## src/rtl/pwm_capture.sv

```systemverilog
// PWM duty-code receiver: measures high time per PWM period inside the hsync window, single-entry valid/ready output.
// Optional PWM_CAPTURE_SYNC_EN adds 2-flop synchronizers on hsync and pwm_in (+2 cycles latency).
`timescale 1ns/1ps
module pwm_capture #(
    parameter int PERIOD = 256,
    parameter int DW     = 8
) (
    input  logic          clk,
    input  logic          rst,
    input  logic          hsync,
    input  logic          pwm_in,
    output logic [DW-1:0] data_out,
    output logic          glitch_out,
    output logic          data_valid,
    input  logic          data_ready,
    output logic          overrun,
    output logic          busy
);

    localparam int PW = (PERIOD > 2) ? $clog2(PERIOD) : 1;
    localparam logic [PW-1:0] LAST = PW'(PERIOD - 1);

    typedef enum logic {IDLE = 1'b0, MEASURE = 1'b1} state_t;

    logic hsync_s;
    logic pwm_s;

`ifdef PWM_CAPTURE_SYNC_EN
    logic [1:0] hsync_sync_q, hsync_sync_d;
    logic [1:0] pwm_sync_q, pwm_sync_d;

    always_comb begin
        hsync_sync_d = {hsync_sync_q[0], hsync};
        pwm_sync_d   = {pwm_sync_q[0], pwm_in};
    end

    always_ff @(posedge clk or negedge rst) begin
        if (!rst) begin
            hsync_sync_q <= '0;
            pwm_sync_q   <= '0;
        end else begin
            hsync_sync_q <= hsync_sync_d;
            pwm_sync_q   <= pwm_sync_d;
        end
    end

    assign hsync_s = hsync_sync_q[1];
    assign pwm_s   = pwm_sync_q[1];
`else
    assign hsync_s = hsync;
    assign pwm_s   = pwm_in;
`endif

    state_t        state_q, state_d;
    logic          hsync_prev_q, hsync_prev_d;
    logic          pwm_prev_q, pwm_prev_d;
    logic [PW-1:0] phase_q, phase_d;
    logic [DW-1:0] width_q, width_d;
    logic [1:0]    pulses_q, pulses_d;
    logic [DW-1:0] out_data_q, out_data_d;
    logic          out_glitch_q, out_glitch_d;
    logic          out_valid_q, out_valid_d;
    logic          overrun_q, overrun_d;

    logic          hsync_rise;
    logic [PW-1:0] cur_phase;
    logic [DW-1:0] cur_width, width_inc;
    logic [1:0]    cur_pulses, pulses_inc;
    logic          prev_eff;
    logic          sample_en;
    logic          period_end;

    // In IDLE the rising-edge cycle is itself sample 0, so counters are
    // viewed as zero there rather than waiting a cycle to clear them.
    always_comb begin
        hsync_rise = hsync_s & ~hsync_prev_q;
        cur_phase  = (state_q == MEASURE) ? phase_q  : '0;
        cur_width  = (state_q == MEASURE) ? width_q  : '0;
        cur_pulses = (state_q == MEASURE) ? pulses_q : '0;
        prev_eff   = (cur_phase == '0) ? 1'b0 : pwm_prev_q;
        sample_en  = (state_q == IDLE) ? hsync_rise : (hsync_s || (cur_phase == LAST));
        period_end = sample_en && (cur_phase == LAST);
        width_inc  = (pwm_s && (cur_width != '1)) ? cur_width + DW'(1) : cur_width;
        pulses_inc = (pwm_s && !prev_eff && (cur_pulses != 2'd2)) ? cur_pulses + 2'd1 : cur_pulses;

        hsync_prev_d = hsync_s;
        pwm_prev_d   = pwm_s;
        phase_d      = '0;
        width_d      = '0;
        pulses_d     = '0;
        if (sample_en && !period_end) begin
            phase_d  = cur_phase + PW'(1);
            width_d  = width_inc;
            pulses_d = pulses_inc;
        end
    end

    always_comb begin
        state_d = state_q;
        case (state_q)
            IDLE: begin
                if (hsync_rise) state_d = MEASURE;
            end
            MEASURE: begin
                if (!sample_en || (period_end && !hsync_s)) state_d = IDLE;
            end
            default: state_d = IDLE;
        endcase
    end

    always_comb begin
        busy = (state_q == MEASURE);
    end

    // Output handshake: a word transfers on any edge where data_valid && data_ready;
    // the word is held while data_valid && !data_ready, and a new word arriving then
    // is dropped and flagged in the sticky overrun bit.
    always_comb begin
        out_data_d   = out_data_q;
        out_glitch_d = out_glitch_q;
        out_valid_d  = out_valid_q;
        overrun_d    = overrun_q;
        if (period_end) begin
            if (!out_valid_q || data_ready) begin
                out_data_d   = width_inc;
                out_glitch_d = (pulses_inc > 2'd1);
                out_valid_d  = 1'b1;
            end else begin
                overrun_d = 1'b1;
            end
        end else if (out_valid_q && data_ready) begin
            out_valid_d = 1'b0;
        end
    end

    always_ff @(posedge clk or negedge rst) begin
        if (!rst) begin
            state_q      <= IDLE;
            hsync_prev_q <= 1'b0;
            pwm_prev_q   <= 1'b0;
            phase_q      <= '0;
            width_q      <= '0;
            pulses_q     <= '0;
            out_data_q   <= '0;
            out_glitch_q <= 1'b0;
            out_valid_q  <= 1'b0;
            overrun_q    <= 1'b0;
        end else begin
            state_q      <= state_d;
            hsync_prev_q <= hsync_prev_d;
            pwm_prev_q   <= pwm_prev_d;
            phase_q      <= phase_d;
            width_q      <= width_d;
            pulses_q     <= pulses_d;
            out_data_q   <= out_data_d;
            out_glitch_q <= out_glitch_d;
            out_valid_q  <= out_valid_d;
            overrun_q    <= overrun_d;
        end
    end

    assign data_out   = out_data_q;
    assign glitch_out = out_glitch_q;
    assign data_valid = out_valid_q;
    assign overrun    = overrun_q;

endmodule

```

## config.mk

```make
export PLATFORM = sky130hd
export DESIGN_NAME = pwm_capture
export DESIGN_NICKNAME = d
export VERILOG_FILES = /design/src/rtl/pwm_capture.sv
export SDC_FILE = /design/constraint.sdc
export NUM_CORES = 1
export LEC_CHECK = 0
export CORE_ASPECT_RATIO = 0.5
export CORE_MARGIN = 2
export CORE_UTILIZATION = 50
export CTS_CLUSTER_DIAMETER = 80
export CTS_CLUSTER_SIZE = 25
export DETAILED_ROUTE_END_ITERATION = 6
export PLACE_DENSITY = 0.72
export SKIP_LAST_GASP = 1
export SLEW_MARGIN = 15
export SYNTH_ARGS = -nofsm -noshare
export SYNTH_HDL_FRONTEND = slang
export SYNTH_SLANG_ARGS = --single-unit
```

## constraint.sdc

```tcl
create_clock -name clk -period 2.9 [get_ports clk]
set_clock_uncertainty 0.1 [all_clocks]
set_input_delay 0.725 -clock clk [delete_from_list [all_inputs] [get_ports clk]]
set_output_delay 0.725 -clock clk [all_outputs]
set_load 0.1 [all_outputs]
```

==> results.ini, run 1 <==
[final_layout]
synthToLayoutAreaGrowth_pct = 17.4
layout_commonest_cell = dfrtp_1
final_area_um2 = 1900
drive_gt1_frac = 0.213
nFillCells = 255
layout_common_cells = dfrtp_1 (32), nor2_1 (19), buf_4 (16)
nNetsFinal = 182
antenna_cells = 0

[logic_synthesis]
async_reset_ff_frac = 1.00
synth_edf_count = 0
synth_seq_cells = 32
synth_cell_types = 46
synth-main-ff-cell = dfrtp_1
synth_cells = 151
synth.yosys.seq_area_share = 0.494
synthTopCellsByArea = dfrtp_1 (49%), nor2_1 (4.4%), xor2_1 (3.2%), ha_1 (3.1%), a21oi_1 (2.5%)
synth_nets = 160
syn_area_um2 = 1620
synth_area_leader_cell = dfrtp_1
yosys_warnings = 0
syn_avg_cell_area_um2 = 10.7
synth_top_area_share = 0.494

[hold_path]
hold_path_class = reg2reg

[detailed_routing]
drtPass1Iterations = 4
drt_iter0_drc = 62
route.detailed.drc = 0
dr_wl_met3_um = 129
wirelength_mm = 2.90
antenna_left = 0
top_layer = met3
met2_wirelength_mm = 1.30
vias = 1169
wire_per_inst_um = 13.6
avgViaCountPerCell = 5.46
drt-met1-wl_mm = 1.47

[clock_tree]
post_cts_resized = 0
h-tree-depth = 2
clock-sinks = 32
cts_made_buffers = 5
cts_root_buffer = clkbuf_8
clk_pin_slew_ps = 70
ctsHoldBuffers = 0
post_cts_buffers = 0
clkLatencyLatePin_ps = 280
clock_path_buffers = 2
cts_tree = yes

[die]
num_rows = 14
core_um2 = 3050
chipWidth_um = 84.5
die_area_um2 = 3740
die_y_um = 44.3
top_level_ports = 17
start_util = 0.532

[setup_path]
worstSetupStartpointType = register
cp_num_buf_inv = 1
arrival_ps = 2320
crit_type = reg2reg
cp_max_fo = 9
cp-end-kind = register
r2r_slack_ps = 670
path_cells = and2_1 -> ha_1 -> nand4_2 -> nor3_4 -> buf_4 -> nor2_1 -> a31oi_1
critical-path-top-delay-family = simple AND/OR/NAND/NOR gates
critical-path-max-stage-delay_ps = 480
required_ps = 3000
crit_slowest_cell = nor3_4

[sta]
hold_violations = 0
rsz0062_at_grt = no
period_minus_slack_ps = 2230
finalSetupViolCount = 0
setup_tns_ps = 0
fmax_mhz = 449
fin_crit_sh = 0.768
relSlewSlack = 0.681
maxSlewViolCount = 0
worst_slew_pin_slew_ps = 477

[power_and_ir_drop]
p_int_mw = 0.726
power.density_nw_per_um2 = 493
power.switching_mw = 0.212
ir_worst_vdd_uv = 244
seqPwrFrac = 0.487
leakage_nw = 0.893
p_comb_frac = 0.067
swShare = 0.226
p_clk_frac = 0.447

[grt]
grt_start_max_net_pins = 33
grt_pass1_wl_mm = 5.09
grt_pass1_vias = 1104
overflow = 0
track_usage = 0.180
antenna_found_initial = 0

[placement]
hpwl_mm = 2.06
dpl_cell_area_um2 = 1790
place.port_buffers = 16
place_congestion = 0.826

[status]
status = complete, no violations

[job]
drv_cap = 0

[power by group through the flow]
stage / Clock (mW) / Sequential (mW) / Combinational [mW]
2_1_floorplan: 0 / 0.477 / 0.0259
3_3_place_gp: 0 / 0.465 / 0.0626
3_5_place_dp: 0 / 0.465 / 0.0634
4_1_cts: 0.428 / 0.457 / 0.0636
5_1_grt: 0.449 / 0.457 / 0.0691
6_report: 0.419 / 0.457 / 0.0625
[routing by layer]
metal / global-route usage / vias up
met2: 0.272 / 22
met5: 0 / -
met4: 0.0571 / 0
met3: 0.0765 / 0
li1: - / 574
met1: 0.241 / 573
[layout make-up]
cell class / instances / area [um^2] / area share
clock buffer: 6 / 72.6 / 0.0382
clock inverter: 2 / 35.0 / 0.0184
inverter: 9 / 33.8 / 0.0178
multi-input combinational: 105 / 749 / 0.394
sequential: 32 / 801 / 0.421
tap: 40 / 50.0 / 0.0263
timing repair buffer: 20 / 160 / 0.0842
[registers in the layout, indices dropped and copies added, names as in the netlist]
signal        count
glitch_out        1
hsync_prev_q      1
phase_q           8
overrun           1
data_out          8
width_q           8
pulses_q          2
pwm_prev_q        1
busy              1
data_valid        1
[path summary, 6_finish.rpt]
check	depth (start not counted)	startpoint	endpoint
hold reg to reg	1	hsync_prev_q$_DFF_PN0_	busy$_DFF_PN0_
hold / removal	1	hsync_prev_q$_DFF_PN0_	busy$_DFF_PN0_
setup reg to reg	7	busy$_DFF_PN0_	glitch_out$_DFFE_PN0P_
max in group asynchronous	2	rst	data_out[5]$_DFFE_PN0P_
min in group asynchronous	2	rst	width_q[5]$_DFF_PN0_
setup / recovery	7	busy$_DFF_PN0_	glitch_out$_DFFE_PN0P_
[worst register-to-register path: stages, from the launching register on]
cell and delay [ps]:
dfrtp_1 400, and2_1 250, ha_1 280, nand4_2 190, nor3_4 480, buf_4 250, nor2_1 50, a31oi_1 150
[synth_stat cells (all sizes together) (2+ instances only)]
cell,count
mux2,2
mux2i,4
o211ai,2
xor2,6
or2,3
nand2,10
xnor2,2
a21oi,8
nand3,5
ha,4
inv,9
nor3,3
and3,4
buf,3
clkbuf,2
nand4,5
a31oi,3
dfrtp,32
nor2,19
a211o,2
o21ai,2
nor2b,3
and2,4
[per-stage QoR]
step           std cells  total power, mW  setup slack (ps)   util  hold WS, ps
3_5_place_dp         206            0.529               497  0.589          361
3_3_place_gp         206            0.527               537  0.589          346
2_1_floorplan        151            0.503               145      -          329
6_report             214            0.938               672  0.624          360
5_1_grt              214            0.975               504  0.624          400
4_1_cts              214            0.949               647  0.624          364
[cells by family after synthesis]
group                    after synthesis  synth area share
AO/OA/AOI/OAI                         25             0.124
XOR/XNOR                               8            0.0432
adder cells (fa/ha/maj)                4            0.0309
buffers and inverters                 14            0.0432
flip-flops                            32             0.494
multiplexers                           6            0.0386
AND/OR/NAND/NOR                       62             0.226
Note: power is estimated with default switching activity, not from simulation.
==> run 2: changes to the inputs <==
- clock period: 2.9 -> 2.3 ns (I/O delays scaled with it)
==> run 2 against run 1 <==
- fmax grew 8.1%
- worst hold slack improved by 9.5 ps
- combinational power up 39%
- non-clock buffer count grew 3
- core utilization increased by 1.8 points
- die area did not move
- first-iteration DRC count decreased by 34%
- clock-buffer cell count did not move
- critical endpoint is now data_out[2]$_DFFE_PN0P_
==> results.ini, run 2 (synthesis gave the netlist of run 1 again) <==
[setup_path]
crit_slowest_cell = dfrtp_4
critical-path-top-delay-family = simple AND/OR/NAND/NOR gates
path_cells = buf_4 -> nand2_1 -> inv_1 -> ha_2 -> nand4_4 -> nor3_4 -> mux2_2
cp_max_fo = 10
crit_type = reg2reg
r2r_slack_ps = 240
worstSetupStartpointType = register
critical-path-max-stage-delay_ps = 460
cp_num_buf_inv = 2
cp-end-kind = register
arrival_ps = 2120
required_ps = 2360

[final_layout]
drive_gt1_frac = 0.243
layout_common_cells = dfrtp_1 (31), nor2_1 (19), buf_4 (18)
nNetsFinal = 185
final_area_um2 = 1960
antenna_cells = 0
layout_commonest_cell = dfrtp_1
synthToLayoutAreaGrowth_pct = 20.8

[die]
core_um2 = 3050
die_y_um = 44.3
num_rows = 14
die_area_um2 = 3740
chipWidth_um = 84.5
top_level_ports = 17
start_util = 0.532

[clock_tree]
h-tree-depth = 2
clk_pin_slew_ps = 70
cts_tree = yes
cts_made_buffers = 5
cts_root_buffer = clkbuf_8
clkLatencyLatePin_ps = 280
ctsHoldBuffers = 0
clock_path_buffers = 2
clock-sinks = 32
post_cts_resized = 0
post_cts_buffers = 0

[sta]
relSlewSlack = 0.735
maxSlewViolCount = 0
fmax_mhz = 485
worst_slew_pin_slew_ps = 397
hold_ws_ps = 369
hold_violations = 0
fin_crit_sh = 0.896
setup_tns_ps = 0
finalSetupViolCount = 0
rsz0062_at_grt = no
period_minus_slack_ps = 2060

[power_and_ir_drop]
leakage_nw = 0.915
ir_worst_vdd_uv = 330
power.density_nw_per_um2 = 609

[detailed_routing]
wirelength_mm = 3.06
drt_iter0_drc = 41
avgViaCountPerCell = 5.45
vias = 1183
drtPass1Iterations = 4
wire_per_inst_um = 14.1
antenna_left = 0
route.detailed.drc = 0

[grt]
grt_pass1_vias = 1135
overflow = 0
track_usage = 0.191
antenna_found_initial = 0
grt_pass1_wl_mm = 5.44
grt_start_max_net_pins = 33

[placement]
place.port_buffers = 16
place_congestion = 0.855
dpl_cell_area_um2 = 1840
hpwl_mm = 2.25

[status]
status = complete, no violations

[job]
drv_cap = 0

[hold_path]
hold_path_class = reg2reg

[run 2: metal layers]
layer  global-route usage  up-vias  wire [um]
li1                     -      577          -
met1                0.270      583       1510
met2                0.293       19       1400
met3               0.0522        4        120
met4               0.0571        0         28
met5                    0        -          0
[run 2: worst register-to-register path: stages (launching register included)]
cell and delay [ps]:
dfrtp_4 460, buf_4 190, nand2_1 80, inv_1 60
ha_2 220, nand4_4 140, nor3_4 310, mux2_2 380
[run 2: per-stage QoR]
step                      power [mW]  cells  setup WS (ps)   util
after floorplan                0.635    151           11.4      -
after global placement         0.674    209            130  0.605
after detailed placement       0.675    209           94.2  0.605
after CTS                       1.20    217            199  0.640
after global routing            1.24    217           91.4  0.642
final                           1.19    217            240  0.642
[run 2: final timing paths]
kind,start,end,depth (start not counted)
max,busy$_DFF_PN0_,data_out[2]$_DFFE_PN0P_,7
min,overrun$_DFFE_PN0P_,overrun$_DFFE_PN0P_,1
max reg2reg,busy$_DFF_PN0_,data_out[2]$_DFFE_PN0P_,7
min reg2reg,overrun$_DFFE_PN0P_,overrun$_DFFE_PN0P_,1
max in group asynchronous,rst,busy$_DFF_PN0_,2
min in group asynchronous,rst,width_q[1]$_DFF_PN0_,2
[run 2: layout make-up]
cell class	count	area (um^2)
clock buffer	6	72.6
clock inverter	2	35.0
fill	255	1090
inverter	9	33.8
multi-input combinational	105	767
sequential	32	805
tap	40	50.0
timing repair buffer	23	195
[run 2: power by group]
group | internal (mW) | switching, mW
Combinational | 0.0297 | 0.0569
Clock | 0.321 | 0.208
Sequential | 0.572 | 0.00579
Total | 0.923 | 0.271
